===== src/rtl/serial_add_pkg.sv =====
// Shared state encoding for the bit-serial add sequencer.
// The optional subtract mode is enabled by defining SERIAL_ADD_SUB_EN.
package serial_add_pkg;

   localparam logic [1:0] ST_IDLE = 2'd0;
   localparam logic [1:0] ST_RUN  = 2'd1;
   localparam logic [1:0] ST_DONE = 2'd2;

   typedef enum logic [1:0] {
      S_IDLE = ST_IDLE,
      S_RUN  = ST_RUN,
      S_DONE = ST_DONE
   } state_e;

endpackage


===== src/rtl/fa_cell.sv =====
// Combinational 1-bit full adder built from two half-add stages.
module fa_cell (
   input  logic a,
   input  logic b,
   input  logic c,
   output logic co,
   output logic s
);

   logic s1;
   logic c1;
   logic c2;

   assign s1 = a ^ b;
   assign c1 = a & b;
   assign s  = s1 ^ c;
   assign c2 = s1 & c;
   assign co = c1 | c2;

endmodule


===== src/rtl/serial_add_ctrl.sv =====
// Bit-serial WIDTH-bit adder: one shared full-adder cell, LSB first, valid/ready on both sides.
// Defining SERIAL_ADD_SUB_EN adds a 'sub' port selecting r = p + ~q + 1.
module serial_add_ctrl
   import serial_add_pkg::*;
#(
   parameter int WIDTH = 4
) (
   input  logic             clk,
   input  logic             rst_n,
   input  logic             in_valid,
   output logic             in_ready,
   input  logic [WIDTH-1:0] p,
   input  logic [WIDTH-1:0] q,
`ifdef SERIAL_ADD_SUB_EN
   input  logic             sub,
`endif
   output logic             out_valid,
   input  logic             out_ready,
   output logic [WIDTH:0]   r,
   output logic             busy
);

   // Handshakes: a transfer happens on a posedge where valid && ready are both 1.
   // in_ready is high only in IDLE, out_valid only in DONE; both are pure state decodes.
   localparam int CNT_W = (WIDTH > 1) ? $clog2(WIDTH) : 1;
   localparam logic [CNT_W-1:0] CNT_LAST = CNT_W'(WIDTH - 1);

   state_e           state_q, state_d;
   logic [WIDTH-1:0] p_sh_q, p_sh_d;
   logic [WIDTH-1:0] q_sh_q, q_sh_d;
   logic             carry_q, carry_d;
   logic [CNT_W-1:0] count_q, count_d;
   logic [WIDTH:0]   r_q, r_d;
   logic             sub_q, sub_d;
   logic             sub_in;
   logic             cell_b;
   logic             cell_co;
   logic             cell_s;

`ifdef SERIAL_ADD_SUB_EN
   assign sub_in = sub;
`else
   assign sub_in = 1'b0;
`endif

   // Subtract feeds the inverted B bit; the +1 comes from the initial carry.
   assign cell_b = q_sh_q[0] ^ sub_q;

   fa_cell u_fa_cell (
      .a  (p_sh_q[0]),
      .b  (cell_b),
      .c  (carry_q),
      .co (cell_co),
      .s  (cell_s)
   );

   always_comb begin
      state_d = state_q;
      p_sh_d  = p_sh_q;
      q_sh_d  = q_sh_q;
      carry_d = carry_q;
      count_d = count_q;
      r_d     = r_q;
      sub_d   = sub_q;
      case (state_q)
         S_IDLE: begin
            if (in_valid) begin
               p_sh_d  = p;
               q_sh_d  = q;
               sub_d   = sub_in;
               carry_d = sub_in;
               count_d = '0;
               r_d     = '0;
               state_d = S_RUN;
            end
         end
         S_RUN: begin
            r_d[count_q] = cell_s;
            carry_d      = cell_co;
            p_sh_d       = p_sh_q >> 1;
            q_sh_d       = q_sh_q >> 1;
            count_d      = count_q + 1'b1;
            if (count_q == CNT_LAST) begin
               r_d[WIDTH] = cell_co;
               state_d    = S_DONE;
            end
         end
         S_DONE: begin
            if (out_ready) begin
               state_d = S_IDLE;
            end
         end
         default: state_d = S_IDLE;
      endcase
   end

   always_ff @(posedge clk) begin
      if (!rst_n) begin
         state_q <= S_IDLE;
         p_sh_q  <= '0;
         q_sh_q  <= '0;
         carry_q <= 1'b0;
         count_q <= '0;
         r_q     <= '0;
         sub_q   <= 1'b0;
      end else begin
         state_q <= state_d;
         p_sh_q  <= p_sh_d;
         q_sh_q  <= q_sh_d;
         carry_q <= carry_d;
         count_q <= count_d;
         r_q     <= r_d;
         sub_q   <= sub_d;
      end
   end

   assign in_ready  = (state_q == S_IDLE);
   assign out_valid = (state_q == S_DONE);
   assign busy      = (state_q == S_RUN);
   assign r         = r_q;

endmodule


===== config.mk =====
export PLATFORM = sky130hd
export DESIGN_NAME = serial_add_ctrl
export DESIGN_NICKNAME = d
export VERILOG_FILES = /design/src/rtl/serial_add_pkg.sv /design/src/rtl/fa_cell.sv /design/src/rtl/serial_add_ctrl.sv
export SDC_FILE = /design/constraint.sdc
export NUM_CORES = 1
export LEC_CHECK = 0
export BUFFER_PORTS_ARGS = -buffer_cell sky130_fd_sc_hd__buf_2
export CAP_MARGIN = 0
export CORE_MARGIN = 10
export CORE_UTILIZATION = 55
export CTS_CLUSTER_DIAMETER = 150
export CTS_CLUSTER_SIZE = 30
export DETAILED_ROUTE_END_ITERATION = 10
export PLACE_DENSITY = 0.83
export SETUP_SLACK_MARGIN = 0.15
export SLEW_MARGIN = 20
export SYNTH_ARGS = -nofsm -noshare
export SYNTH_HDL_FRONTEND = slang
export SYNTH_SLANG_ARGS = --single-unit

===== constraint.sdc =====
create_clock -name clk -period 2.73 [get_ports clk]
set_input_delay 0.273 -clock clk [delete_from_list [all_inputs] [get_ports clk]]
set_output_delay 0.273 -clock clk [all_outputs]
set_load 0.02 [all_outputs]

# After elaboration in Yosys (flattened, before gate mapping)
# Index checks and enable logic that the tools add are counted.
[word_totals]
output_inout_bits = 8
wordCells = 43
input_bits = 12
register_bits = 18
[classes]
bitwise = 5
n_addsub = 1
n_eq_ne = 6
n_mux = 18
magnitude_cmp = 2
n_reduce_logical = 5
[ops]
columns = ["cell", "count"]
rows = [
  ["$pmux W4 S2", 2],
  ["$pmux W5 S2", 1],
  ["$mux W2", 4],
  ["$mux W4", 2],
  ["$pmux W2 S3", 1],
  ["$bwmux W5", 1],
  ["$mux W5", 1],
  ["$eq A2 B2 Y1 const B", 2],
  ["$lt A2 B4 Y1 const B", 1],
  ["$ne A2 B1 Y1 const B", 2],
  ["$pmux W2 S2", 1],
  ["$mux W1", 3],
  ["$reduce_and A3 Y1", 1],
  ["$add A2 B1 Y2 const B", 1],
  ["$and A1 B1 Y1", 2],
  ["$demux W1 S2", 1],
  ["$eq A2 B1 Y1 const B", 1],
  ["$ge A2 B1 Y1 const B", 1],
  ["$logic_not A2 Y1", 1],
  ["$ne A2 B2 Y1 const B", 1],
  ["$pmux W1 S2", 1],
  ["$reduce_and A2 Y1", 1],
  ["$reduce_bool A2 Y1", 1],
  ["$xor A1 B1 Y1", 2],
  ["other kinds (2)", 2],
]

# Longest topological paths before layout
[logic_depth]
ltp_word = 7
depth_mapped = 5
mapped_depth_nobuf = 5

# By module
# From an unflattened synthesis, not the netlist that was laid out.
[unflattened]
cells_unflattened = 101
area_unflattened_um2 = 904.6
[by_module_without_submodules]
columns = ["mod", "cells_per_inst", "n_inst", "seq_area_each_um2", "area_each_um2"]
rows = [
  ["serial_add_ctrl", 100, 1, 360.3, 884.6],
  ["fa_cell", 1, 1, 0.0, 20.0],
]

# Worst setup path after synthesis
# OpenSTA, ideal clock, no wires.
[synth_path]
kind = "flip-flop to output port"
from = "register state_q[0]"
to = "output in_ready"
n_path_buf = 2
path_stages_with_launch = 4
required_ns = 2.457
setup_slack_ns = 1.591
arrival_ns = 0.866
path_cell_list = "dfxtp_1 -> buf_6 -> buf_6 -> nor2_1"
[synth_via]
elab_chain_cells = 1
[synth_rtl]
columns = ["item", "line", "source"]
rows = [
  ["from (decl)", "serial_add_ctrl.sv:28", "state_e state_q, state_d;"],
  ["from (signal assigned)", "serial_add_ctrl.sv:107", "state_q <= state_d;"],
  ["$logic_not A2 Y1", "serial_add_ctrl.sv:117", "assign in_ready = (state_q == S_IDLE);"],
  ["to (decl)", "serial_add_ctrl.sv:11", "output logic in_ready,"],
]
# No other way between the ends.

# Worst setup path in the final report
[layout_path]
from = "register state_q[0]"
to = "output busy"
[layout_via]
elab_chain_cells = 1
[layout_rtl]
columns = ["item", "line", "source"]
rows = [
  ["$eq A2 B1 Y1", "serial_add_ctrl.sv:119", "assign busy = (state_q == S_RUN);"],
  ["to (decl)", "serial_add_ctrl.sv:20", "output logic busy"],
]
# No other way between the ends.

==> results by stage <==
Min path:
- The worst hold path begins at out_ready.
- The path category of the worst min-delay check is input port to register.

Placed design:
- The count of input and output buffers is 19.
- Timing analysis after detailed placement gives a worst setup slack of 1120 ps.
- The global placement routability congestion is about 0.76.
- Detailed placement finished with a half-perimeter wire length of 1280 um.

Clock tree:
- The latest clock arrival within the worst-skew pair is 280 ps.
- After clock tree synthesis, the repair step resized 0 gates.
- The TritonCTS clock tree is built.
- The number of sinks driven by the clock tree is 18.
- The maximum buffer depth of the clock tree is 2.
- After clock tree synthesis, the setup repair step added 0 buffers.
- After clock tree synthesis, the flow added hold-fix buffers numbering 0.
- The total clock buffers created by CTS is 3.
- CTS built an H-tree with a depth of 1.
- The clock input transition at the sequential cells of the worst setup and hold paths is approximately 100 ps.
- CTS placed an instance of sky130_fd_sc_hd__clkbuf_4 at the clock tree root.

Detailed routing:
- After detailed routing, the number of remaining DRC violations is 0.
- The first routing iteration left 9 violations.
- The count of nets left with antenna violations once routing finished came out at 0.
- The routed wire length is 1780 um.
- Summing over every cut layer, the via total after detailed routing is 721.
- In the routed layout, each cell is associated on average with a via count of 5.42.
- The routed wirelength normalized by instance count is roughly 13 um.
- The number of optimization iterations in the first detailed-route pass is 4.

Worst setup path:
- The worst setup path is of the register to primary output kind.
- Together, buffers and inverters on the worst path number 1.
- The family with the most delay on the worst path is flip-flops.
- The launching element of the worst setup path is state_q[0]$_SDFFE_PN0P_.
- The beginning of the worst register-to-register path is state_q[0]$_SDFFE_PN0P_.
- The arrival time at the worst endpoint is 1690 ps.
- STA classifies the critical path endpoint as a primary output.
- The largest incremental delay on the critical path is between 700 and 800 ps.
- Walking the worst path, the cells encountered are nor2b_1 -> buf_2.
- Along the worst path, the maximum fanout reaches 22.
- The slowest stage of the critical path belongs to the cell sky130_fd_sc_hd__dfxtp_1.
- The data required time at the worst endpoint is roughly 2500 ps.
- STA classifies the critical path startpoint as a register.

Final layout:
- At the end of the flow, the number of nets in the layout was 135.
- The relative area change from synthesis to final layout is 8.15%.
- The fraction of layout cells with a size suffix above 1 is a little over a fifth.
- The antenna diode count is 0.

Power and ir drop:
- The total leakage power is approximately 0.44 nW.
- VDD sags by at most 0.352 mV.
- The power density normalized to cell area is 526 nW/um^2.

Global route:
- The initial antenna violation count is 0.
- The via count of the first global-routing pass came to approximately 740.
- The total global routing overflow is 0.
- The global-route total usage across every layer is around a tenth.
- The first global-routing pass estimated 3060 um of wire.
- Entering global routing, the biggest net connects 23 pins.

Yosys:
- The number of nets in the synthesized netlist is about 120.
- After synthesis the cells add up to between 900 and 1000 sq um.
- The mean instance size in the synthesized netlist is 9.18 sq um.
- The synthesized netlist cell count is 102.
- The synthesis-stage register bit count is 18.
- The post-synthesis cell type count is 27.
- Of all flip-flops after synthesis, the portion carrying an async set or reset was 0%.
- In the synthesized netlist the dominant register cell turns out to be sky130_fd_sc_hd__dfxtp_1.
- During synthesis, Yosys emitted a total of 0 warnings.
- Summing the sequential cell areas from Yosys gives 38.5% of the chip area.
- The share of the synthesized area in the top cell type is 38.5%.
- The biggest area contributor in the post-synthesis netlist is sky130_fd_sc_hd__dfxtp_1.
- Sorting the synthesized cells by area gives the leading types as sky130_fd_sc_hd__dfxtp_1 39%, sky130_fd_sc_hd__o221a_1 7.2%, sky130_fd_sc_hd__nor2b_1 6.0%.
- In this run, synthesis inferred 0 flip-flops with an integrated enable.

Timing:
- The total count of max-transition violations in the final report came to 0.
- The final setup violation count is 0.
- Setup slack on the critical path of the routed design comes to between 700 and 800 ps.
- The post-route fraction of the period consumed by the critical path is 72.0%.
- The final hold violation count is 0.
- Measured against its own limit, the worst slew margin works out to 58.7%.
- The transition at the pin with the smallest max-transition slack is between 600 and 700 ps.
- Setup repair after global routing left no endpoint under its margin.
- Across the routed clock network, the largest skew measured is 1.07 ps.
- The sum of negative setup slack is 0 ps.
- The tightest hold path in the finished design has a slack of approximately 230 ps.
- Static timing analysis puts the maximum clock frequency at 509 MHz.
- The post-route minimum period is 1970 ps.

Die:
- The number of placement rows is 14.
- The die is just over 60 um tall.
- The horizontal die dimension is 61.3 um.
- The number of top-level design ports is 20.
- The total area inside the core boundary comes to 1560 sq um.
- The die covers approximately 3800 sq um.
- The effective utilization at floorplan is 60.0%.

Status:
- The flow ran to the end, and the final reports show no timing, DRC or antenna violations.

Run:
- Across the run, the number of max-cap violations was 0.
synthesized netlist by cell type (2+ instances only):
| cell type | n |
|---|---|
| sky130_fd_sc_hd__a21boi_1 | 3 |
| sky130_fd_sc_hd__a21oi_1 | 10 |
| sky130_fd_sc_hd__a22oi_1 | 2 |
| sky130_fd_sc_hd__buf_6 | 4 |
| sky130_fd_sc_hd__dfxtp_1 | 18 |
| sky130_fd_sc_hd__ha_1 | 4 |
| sky130_fd_sc_hd__inv_1 | 7 |
| sky130_fd_sc_hd__nand2_1 | 7 |
| sky130_fd_sc_hd__nand3_1 | 3 |
| sky130_fd_sc_hd__nor2_1 | 7 |
| sky130_fd_sc_hd__nor2b_1 | 9 |
| sky130_fd_sc_hd__o21ai_0 | 6 |
| sky130_fd_sc_hd__o221a_1 | 6 |
| sky130_fd_sc_hd__o22ai_1 | 2 |
| sky130_fd_sc_hd__or3b_1 | 2 |
per-stage QoR:
| step | utilization [%] | std cells | power (W) | cell area [sq um] |
|---|---|---|---|---|
| after floorplan | - | 102 | 0.000364 | 936 |
| after global placement | 62.6 | 129 | 0.000375 | 976 |
| after detailed placement | 62.6 | 129 | 0.000378 | 976 |
| after CTS | 64.9 | 133 | 0.000539 | 1010 |
| after global routing | 64.9 | 133 | 0.000564 | 1010 |
| final | 64.9 | 133 | 0.000532 | 1010 |
logic make-up after synthesis:
group                      synth area share, %
AOI/OAI and AO/OA                         24.5
adders and majority gates                 7.49
buffers and inverters                     10.8
DFF                                       38.5
and+or+nand+nor                           18.7
final cells by class:
cell class,count,area (sq um)
fill,132,547
multi-input combinational,69,474
timing repair buffer,19,95.1
clock buffer,4,36.3
inverter,7,26.3
tap,16,20.0
sequential,18,360
flip-flops by register name, summed over array words and instances, names as in the netlist:
register and count:
state_q 2, count_q 2, p_sh_q 4, r 5, carry_q 1, q_sh_q 4
metal layers:
layer	routed length (um)	vias to the layer above	share of wire [%]	GRT usage, %
met5	0	-	0	0
met2	826	13	46	16.3
met3	79	4	4.4	2.26
met4	22	0	1.2	5.21
met1	849	325	48	13.0
li1	-	379	-	-
worst paths after layout:
path / end / slack (ps) / cells past startpoint
setup / recovery: busy / 760 / 2
hold / removal: state_q[1]$_SDFFE_PN0P_ / 230 / 3
setup reg to reg: r[4]$_SDFFE_PN0P_ / 1150 / 3
hold reg to reg: p_sh_q[3]$_SDFFE_PN0P_ / 480 / 2
worst reg2reg max path, cell delays in order (launching register included):
cell and delay (ps):
sky130_fd_sc_hd__dfxtp_1 730, sky130_fd_sc_hd__nor2b_1 430, sky130_fd_sc_hd__nand2_1 170, sky130_fd_sc_hd__o22ai_1 180
power breakdown:
group          internal, W  switching [W]
Clock            0.0000812      0.0000790
Combinational    0.0000380      0.0000427
Sequential        0.000277      0.0000141
cells in the final DEF (no fill, tap or decap):
cell                       synthesis  layout
sky130_fd_sc_hd__ha_1              4       4
sky130_fd_sc_hd__o21bai_2          1       1
sky130_fd_sc_hd__dfxtp_1          18      18
sky130_fd_sc_hd__nand2_1           7       7
sky130_fd_sc_hd__nand2b_1          1       1
sky130_fd_sc_hd__or3b_1            2       2
sky130_fd_sc_hd__o21ai_0           6       6
sky130_fd_sc_hd__nand3_1           3       3
sky130_fd_sc_hd__inv_1             7       7
sky130_fd_sc_hd__nor2_1            7       7
sky130_fd_sc_hd__o21ba_1           1       1
sky130_fd_sc_hd__clkbuf_4          0       3
sky130_fd_sc_hd__a21oi_1          10      10
sky130_fd_sc_hd__buf_2             1      19
sky130_fd_sc_hd__nand2b_4          1       1
sky130_fd_sc_hd__a21boi_1          3       3
sky130_fd_sc_hd__and3_1            1       1
sky130_fd_sc_hd__nor2b_1           9       9
sky130_fd_sc_hd__fa_1              1       1
sky130_fd_sc_hd__o211a_1           1       1
sky130_fd_sc_hd__o221a_1           6       6
sky130_fd_sc_hd__nor3b_1           1       1
sky130_fd_sc_hd__a22oi_1           2       2
sky130_fd_sc_hd__clkbuf_8          1       1
sky130_fd_sc_hd__o22ai_1           2       2
Power figures use the tool's default switching activity.
